--- config.mk ---
export PLATFORM = sky130hd
export DESIGN_NAME = track_arbiter_flat
export DESIGN_NICKNAME = d
export VERILOG_FILES = /design/src/rtl/track_pkg.sv /design/src/rtl/track_arbiter_if.sv /design/src/rtl/section_timer.sv /design/src/rtl/track_arbiter.sv /design/src/flat_wrapper.sv
export SDC_FILE = /design/constraint.sdc
export NUM_CORES = 1
export LEC_CHECK = 0
export ABC_AREA = 1
export CAP_MARGIN = 30
export CELL_PAD_IN_SITES_DETAIL_PLACEMENT = 0
export CELL_PAD_IN_SITES_GLOBAL_PLACEMENT = 1
export CORE_UTILIZATION = 36
export DETAILED_ROUTE_END_ITERATION = 7
export HOLD_SLACK_MARGIN = 0.02
export PLACE_DENSITY = 0.86
export SYNTH_ARGS = -nofsm -noshare
export SYNTH_HDL_FRONTEND = slang
export SYNTH_SLANG_ARGS = --single-unit
--- constraint.sdc ---
create_clock -name clk -period 1.35 [get_ports clk]
set_input_delay 0.135 -clock clk [delete_from_list [all_inputs] [get_ports clk]]
set_output_delay 0.135 -clock clk [all_outputs]
set_load 0.05 [all_outputs]
--- src/rtl/track_pkg.sv ---
// Shared types and constants for the single-track section arbiter.
// Holds the FSM state encoding, side identifiers, default timeouts and small helpers.
package track_pkg;

   typedef enum logic [2:0] {
      ST_IDLE     = 3'd0,
      ST_ROUTE    = 3'd1,
      ST_GRANT    = 3'd2,
      ST_OCCUPIED = 3'd3,
      ST_GUARD    = 3'd4,
      ST_FAULT    = 3'd5
   } arb_state_t;

   localparam logic SIDE0 = 1'b0;
   localparam logic SIDE1 = 1'b1;

   localparam int DEF_SW_TIMEOUT    = 16;
   localparam int DEF_GRANT_TIMEOUT = 64;
   localparam int DEF_GUARD_CYCLES  = 8;

   function automatic int max3(input int a, input int b, input int c);
      int m;
      m = (a > b) ? a : b;
      return (m > c) ? m : c;
   endfunction

   // One-hot signal aspect for the given side.
   function automatic logic [1:0] green_for(input logic side);
      return (side == SIDE1) ? 2'b10 : 2'b01;
   endfunction

endpackage

--- src/rtl/track_arbiter_if.sv ---
// Train-side bundle of the section arbiter: requests, sensors and switch feedback in,
// signal aspects, switch command and status out.
interface track_arbiter_if;
   logic [1:0] req;
   logic [1:0] entry;
   logic       exit_sens;
   logic       sw_fb;
   logic       fault_clr;
   logic [1:0] green;
   logic       sw_cmd;
   logic       owner;
   logic       busy;
   logic       fault;

   modport master (
      output req, entry, exit_sens, sw_fb, fault_clr,
      input  green, sw_cmd, owner, busy, fault
   );

   modport slave (
      input  req, entry, exit_sens, sw_fb, fault_clr,
      output green, sw_cmd, owner, busy, fault
   );
endinterface

--- src/rtl/section_timer.sv ---
// Shared down-counter for the arbiter: load wins over enable, saturates at zero.
// expired flags the last enabled cycle (count==1).
module section_timer #(
   parameter int W = 7
) (
   input  logic         clk,
   input  logic         rst_n,
   input  logic         load,
   input  logic [W-1:0] load_val,
   input  logic         en,
   output logic [W-1:0] count,
   output logic         expired
);
   logic [W-1:0] count_reg;

   always_ff @(posedge clk or negedge rst_n) begin
      if (!rst_n) begin
         count_reg <= '0;
      end else if (load) begin
         count_reg <= load_val;
      end else if (en && (count_reg != '0)) begin
         count_reg <= count_reg - W'(1);
      end
   end

   assign count   = count_reg;
   assign expired = en && (count_reg == W'(1));
endmodule

--- src/rtl/track_arbiter.sv ---
// Single-track section arbiter: round-robin grant between two trains, switch routing
// with confirmation, occupancy tracking and a latched safety fault.
module track_arbiter
   import track_pkg::*;
#(
   parameter int SW_TIMEOUT    = DEF_SW_TIMEOUT,
   parameter int GRANT_TIMEOUT = DEF_GRANT_TIMEOUT,
   parameter int GUARD_CYCLES  = DEF_GUARD_CYCLES
) (
   input  logic           clk,
   input  logic           rst_n,
   track_arbiter_if.slave bus
);
   localparam int TW = $clog2(max3(SW_TIMEOUT, GRANT_TIMEOUT, GUARD_CYCLES) + 1);

   arb_state_t state_reg, state_next;
   logic [1:0] green_reg, green_next;
   logic       sw_cmd_reg, sw_cmd_next;
   logic       owner_reg, owner_next;
   logic       busy_reg, busy_next;
   logic       fault_reg, fault_next;
   logic       last_owner_reg, last_owner_next;

   logic          tmr_load, tmr_en, tmr_expired, tmr_done;
   logic [TW-1:0] tmr_val, tmr_count;
   logic          winner, safety_fault, to_fault;

   section_timer #(.W(TW)) u_timer (
      .clk      (clk),
      .rst_n    (rst_n),
      .load     (tmr_load),
      .load_val (tmr_val),
      .en       (tmr_en),
      .count    (tmr_count),
      .expired  (tmr_expired)
   );

   // A zero count can never be loaded, but treating it as expiry keeps the FSM from stalling.
   assign tmr_done     = tmr_expired || (tmr_count == '0);
   assign safety_fault = (bus.sw_fb != sw_cmd_reg) || bus.entry[~owner_reg];

   always_comb begin
      unique case (bus.req)
         2'b01:   winner = SIDE0;
         2'b10:   winner = SIDE1;
         default: winner = ~last_owner_reg;
      endcase
   end

   always_comb begin
      state_next      = state_reg;
      green_next      = green_reg;
      sw_cmd_next     = sw_cmd_reg;
      owner_next      = owner_reg;
      busy_next       = busy_reg;
      fault_next      = fault_reg;
      last_owner_next = last_owner_reg;
      tmr_load        = 1'b0;
      tmr_val         = '0;
      tmr_en          = 1'b0;
      to_fault        = 1'b0;

      case (state_reg)
         ST_IDLE: begin
            if (bus.req != 2'b00) begin
               state_next  = ST_ROUTE;
               owner_next  = winner;
               sw_cmd_next = winner;
               busy_next   = 1'b1;
               tmr_load    = 1'b1;
               tmr_val     = TW'(SW_TIMEOUT);
            end
         end
         ST_ROUTE: begin
            tmr_en = 1'b1;
            if (bus.sw_fb == sw_cmd_reg) begin
               state_next = ST_GRANT;
               green_next = green_for(owner_reg);
               tmr_load   = 1'b1;
               tmr_val    = TW'(GRANT_TIMEOUT);
            end else if (tmr_done) begin
               to_fault = 1'b1;
            end
         end
         ST_GRANT: begin
            tmr_en = 1'b1;
            if (safety_fault) begin
               to_fault = 1'b1;
            end else if (bus.entry[owner_reg]) begin
               state_next = ST_OCCUPIED;
               green_next = 2'b00;
            end else if (!bus.req[owner_reg] || tmr_done) begin
               state_next = ST_GUARD;
               green_next = 2'b00;
               tmr_load   = 1'b1;
               tmr_val    = TW'(GUARD_CYCLES);
            end
         end
         ST_OCCUPIED: begin
            if (safety_fault) begin
               to_fault = 1'b1;
            end else if (bus.exit_sens) begin
               state_next = ST_GUARD;
               tmr_load   = 1'b1;
               tmr_val    = TW'(GUARD_CYCLES);
            end
         end
         ST_GUARD: begin
            tmr_en = 1'b1;
            if (safety_fault) begin
               to_fault = 1'b1;
            end else if (tmr_done) begin
               state_next      = ST_IDLE;
               busy_next       = 1'b0;
               last_owner_next = owner_reg;
            end
         end
         ST_FAULT: begin
            if (bus.fault_clr) begin
               state_next = ST_IDLE;
               fault_next = 1'b0;
               busy_next  = 1'b0;
            end
         end
         default: state_next = ST_IDLE;
      endcase

      // Every fault path drops the signals and latches the section as blocked.
      if (to_fault) begin
         state_next = ST_FAULT;
         green_next = 2'b00;
         fault_next = 1'b1;
         busy_next  = 1'b1;
      end
   end

   always_ff @(posedge clk or negedge rst_n) begin
      if (!rst_n) begin
         state_reg      <= ST_IDLE;
         green_reg      <= 2'b00;
         sw_cmd_reg     <= SIDE0;
         owner_reg      <= SIDE0;
         busy_reg       <= 1'b0;
         fault_reg      <= 1'b0;
         last_owner_reg <= SIDE1;
      end else begin
         state_reg      <= state_next;
         green_reg      <= green_next;
         sw_cmd_reg     <= sw_cmd_next;
         owner_reg      <= owner_next;
         busy_reg       <= busy_next;
         fault_reg      <= fault_next;
         last_owner_reg <= last_owner_next;
      end
   end

   assign bus.green  = green_reg;
   assign bus.sw_cmd = sw_cmd_reg;
   assign bus.owner  = owner_reg;
   assign bus.busy   = busy_reg;
   assign bus.fault  = fault_reg;
endmodule

--- src/flat_wrapper.sv ---
// flat-port wrapper written by rule: the top's interface ports become plain ports
module track_arbiter_flat import track_pkg::*;
#(
   parameter int SW_TIMEOUT    = DEF_SW_TIMEOUT,
   parameter int GRANT_TIMEOUT = DEF_GRANT_TIMEOUT,
   parameter int GUARD_CYCLES  = DEF_GUARD_CYCLES
)
  (clk, rst_n, bus_req, bus_entry, bus_exit_sens, bus_sw_fb, bus_fault_clr, bus_green, bus_sw_cmd, bus_owner, bus_busy, bus_fault);
  track_arbiter_if bus_i ();
  input  logic clk;
  input  logic rst_n;
  input wire logic [$bits(bus_i.req)-1:0] bus_req;
  input wire logic [$bits(bus_i.entry)-1:0] bus_entry;
  input wire logic [$bits(bus_i.exit_sens)-1:0] bus_exit_sens;
  input wire logic [$bits(bus_i.sw_fb)-1:0] bus_sw_fb;
  input wire logic [$bits(bus_i.fault_clr)-1:0] bus_fault_clr;
  output wire logic [$bits(bus_i.green)-1:0] bus_green;
  output wire logic [$bits(bus_i.sw_cmd)-1:0] bus_sw_cmd;
  output wire logic [$bits(bus_i.owner)-1:0] bus_owner;
  output wire logic [$bits(bus_i.busy)-1:0] bus_busy;
  output wire logic [$bits(bus_i.fault)-1:0] bus_fault;
  assign bus_i.req = bus_req;
  assign bus_i.entry = bus_entry;
  assign bus_i.exit_sens = bus_exit_sens;
  assign bus_i.sw_fb = bus_sw_fb;
  assign bus_i.fault_clr = bus_fault_clr;
  assign bus_green = bus_i.green;
  assign bus_sw_cmd = bus_i.sw_cmd;
  assign bus_owner = bus_i.owner;
  assign bus_busy = bus_i.busy;
  assign bus_fault = bus_i.fault;
  track_arbiter #(.SW_TIMEOUT(SW_TIMEOUT), .GRANT_TIMEOUT(GRANT_TIMEOUT), .GUARD_CYCLES(GUARD_CYCLES)) u_core (.clk(clk), .rst_n(rst_n), .bus(bus_i));
endmodule
==> metrics.md <==
| Metric | Value |
|---|---|
| Worst path arrival time | `1.85 ns` |
| Via count | `1345` |
| Met3 Use GR | `2.69%` |
| Die W | `roughly 62 µm` |
| Met1 usage | `25.6%` |
| Synth warn | `0` |
| Post-synth ARST share | `between 90% and 100%` |
| Total gr overflow | `0` |
| Gr usage total | `between 10% and 20%` |
| Port bufs | `14` |
| Adder-Cell Fraction of Synth Area | `4.84%` |
| Max reg flops | `7` |
| Setup ws final | `-0.260 ns` |
| Fin crit share | `119%` |
| DP Area | `~1900 µm²` |
| Clock Skew | `0.0126 ns` |
| Top Ports | `15` |
| Xor/xnor cell area share of the yosys netlist | `2.03%` |
| WL per Instance | `10.8 µm` |
| Max Clock Freq | `621 MHz` |
| Worst Path Class, Setup | `reg2reg` |
| Most frequent cell after synthesis | `nand2_1` |
| Worst-path clk slew | `roughly 0.11 ns` |
| Final Hold Viols | `0` |
| Yosys reg bits | `16` |
| TritonCTS clock tree | `yes` |
| Die Area | `3840 µm²` |
| GP Congestion | `0.844` |
| CTS root buffer | `clkbuf_4` |
| CTS buffer count | `3` |
| Mapped cell area | `1290 µm²` |
| Clock Latency Late Sink | `0.30 ns` |
| Syn_nets | `200` |
| Vias per cell | `~4.5` |
| Worst Hold Class | `in2async` |
| Comb power frac | `77.7%` |
| Max Slew Vio Count | `0` |
| Fill cells | `284` |
| Vias in the first global route | `1182` |
| Cts hold-fix bufs | `0` |
| Most instantiated cells after synthesis | `nand2_1, nor2_1, inv_1` |
| Clock power frac | `5.8%` |
| RSZ-0062 raised after global routing | `true` |
| Clock sinks | `16` |
| Initial DRC count | `36` |
| Top cell type by total area after synthesis | `dfrtp_1` |
| Final wirelength | `3180 µm` |
| Critical path launch point type | `flip-flop` |
| Yosys top cell area share | `29.0%` |
| Top post-synthesis cells by area | `dfrtp_1, nand2_1, nor2_1` |
| Final TNS setup | `-3.18 ns` |
| Remaining DRCs | `0` |
| Data required time of the critical path | `1.59 ns` |
| Multiplexer share of the synthesized area | `0%` |
| Worst Tran Pin Value | `0.233 ns` |
| Core ar. | `3390 µm²` |
| Largest net degree at the start of global routing | `17` |
| Starting Density | `38.2%` |
| CP Capture Type | `flip-flop` |
| Initial antenna violation count | `0` |
| DP HPWL | `2390 µm` |
| Pwr/cell area | `between 2000 and 3000 nW/µm²` |
| Net Sw Frac | `47.1%` |
| Main combinational cell family by area after synthesis | `simple AND/OR/NAND/NOR gates` |
| Count of final setup violators | `17` |
| Max Cap Violations | `0` |
| Sequential Power Share | `16.5%` |
| Row Count | `21` |
| H-tree depth | `1` |
| EDFF count, synth | `0` |
| Max_slew headroom | `84.5%` |
| Sequential fraction of the synthesis area | `31.0%` |
| Final #Nets | `265` |
| Synth Area in Compound Gates | `7.45%` |
| Count of cell types in the netlist | `30` |
| Mapped Cells | `roughly 190` |
| Design area | `about 2200 µm²` |
| Pre-CTS setup slack | `-0.324 ns` |
| Pre-antenna DRT Iters | `4` |
| First-pass GRT wire length | `5200 µm` |
| Pleak | `1.10 nW` |
| Final min period | `1.61 ns` |
| Detail Route Antenna Nets | `0` |
| Worst vdd ir | `1.59 mV` |
| Run status | `finished, violations left` |
| Chip Height | `roughly 62 µm` |
| Gr busiest metal | `met2` |
| Number of diodes | `0` |
| Violated checks | `setup timing` |
| Post-Synth Simple-Gate Area | `45.0%` |
| Sw power | `between 2 and 3 mW` |
| Longest Clk Path Bufs | `2` |
| Area delta synth->final | `66.4%` |
| Mean Syn Cell Area | `between 6 and 7 µm²` |
| Routing usage on met2 | `29.6%` |
| Share of cells above drive strength 1 | `49.2%` |
| Main synth FF type | `dfrtp_1` |
| Worst Path Max Fanout | `5` |
| Hold slack final | `0.143 ns` |
| Internal power contribution | `3.09 mW` |
worst paths after layout:
check	slack (ns)	startpoint	to	cells after the start
min in group clk	0.48	bus_fault_clr	u_core.bus.fault	4
worst max register to register	-0.26	u_core.state_reg[2]	u_core.u_timer.count[2]	8
max in group asynchronous	0.95	rst_n	u_core.last_owner_reg	2
worst min-delay path	0.14	rst_n	u_core.u_timer.count[1]	2
worst min register to register	0.49	u_core.last_owner_reg	u_core.last_owner_reg	2
worst max-delay path	-0.26	u_core.state_reg[2]	u_core.u_timer.count[2]	8
layout by cell type, fill, tap and decap left out, types with 7 or more instances in the layout:
cell / instances
clkdlybuf4s50_1: 8
nand2_1: 41
inv_2: 8
nand2_2: 12
nor2_2: 9
buf_4: 38
nor2_1: 18
dfrtp_1: 13
nand2_4: 7
nand3_1: 7
buf_12: 7
buf_6: 9
inv_1: 16
stage by stage:
stage / power, mW / std cells / util [%]
after CTS: 5.36 / 291 / 59.0
final: 5.85 / 296 / 63.5
after global placement: 4.57 / 282 / 54.6
after floorplan: 3.16 / 186 / -
after global routing: 6.37 / 296 / 63.5
after detailed placement: 4.62 / 282 / 54.6
repair_timing:
item,in CTS,in global routing
gates resized for setup,22,34
pin swaps,5,14
setup buffers,6,7
setup endpoints to repair,16,17
metal layers:
layer	wire, µm	vias up
met5	0	-
met1	1530	598
met4	44	0
met3	126	5
li1	-	717
met2	1480	25
worst max-delay path: stages, from the launching register on:
cell	delay, ns
dfrtp_1	0.44
nand3b_1	0.28
nand3_2	0.16
buf_4	0.13
nand2_4	0.08
inv_4	0.09
nand2_1	0.06
or2_0	0.21
a21oi_2	0.11
power groups by stage:
| stage | clock [mW] | sequential (mW) | combinational, mW |
|---|---|---|---|
| 5_1_grt | 0.374 | 0.998 | 5.00 |
| 4_1_cts | 0.351 | 0.951 | 4.06 |
| 3_3_place_gp | 0 | 0.934 | 3.63 |
| 6_report | 0.338 | 0.965 | 4.54 |
| 3_5_place_dp | 0 | 0.943 | 3.68 |
| 2_1_floorplan | 0 | 1.14 | 2.01 |
logic make-up (layout without fill, tap and decap cells):
| logic type | Yosys count | count (layout) |
|---|---|---|
| AND/OR/NAND/NOR | 117 | 117 |
| buffers and inverters | 29 | 93 |
| AO/OA/AOI/OAI | 16 | 16 |
| flip-flops | 16 | 16 |
| adder cells (fa/ha/maj) | 5 | 5 |
| XOR/XNOR | 3 | 3 |
layout make-up:
| type | count | area (µm²) | area share [%] |
|---|---|---|---|
| multi-input cells | 141 | 935 | 43.4 |
| repair buffers | 62 | 607 | 28.2 |
| flip-flops and latches | 16 | 407 | 18.9 |
| inverters | 27 | 111 | 5.17 |
| well taps | 46 | 57.6 | 2.67 |
| clock buffers | 4 | 36.3 | 1.69 |
(Power assumes the default switching activity.)
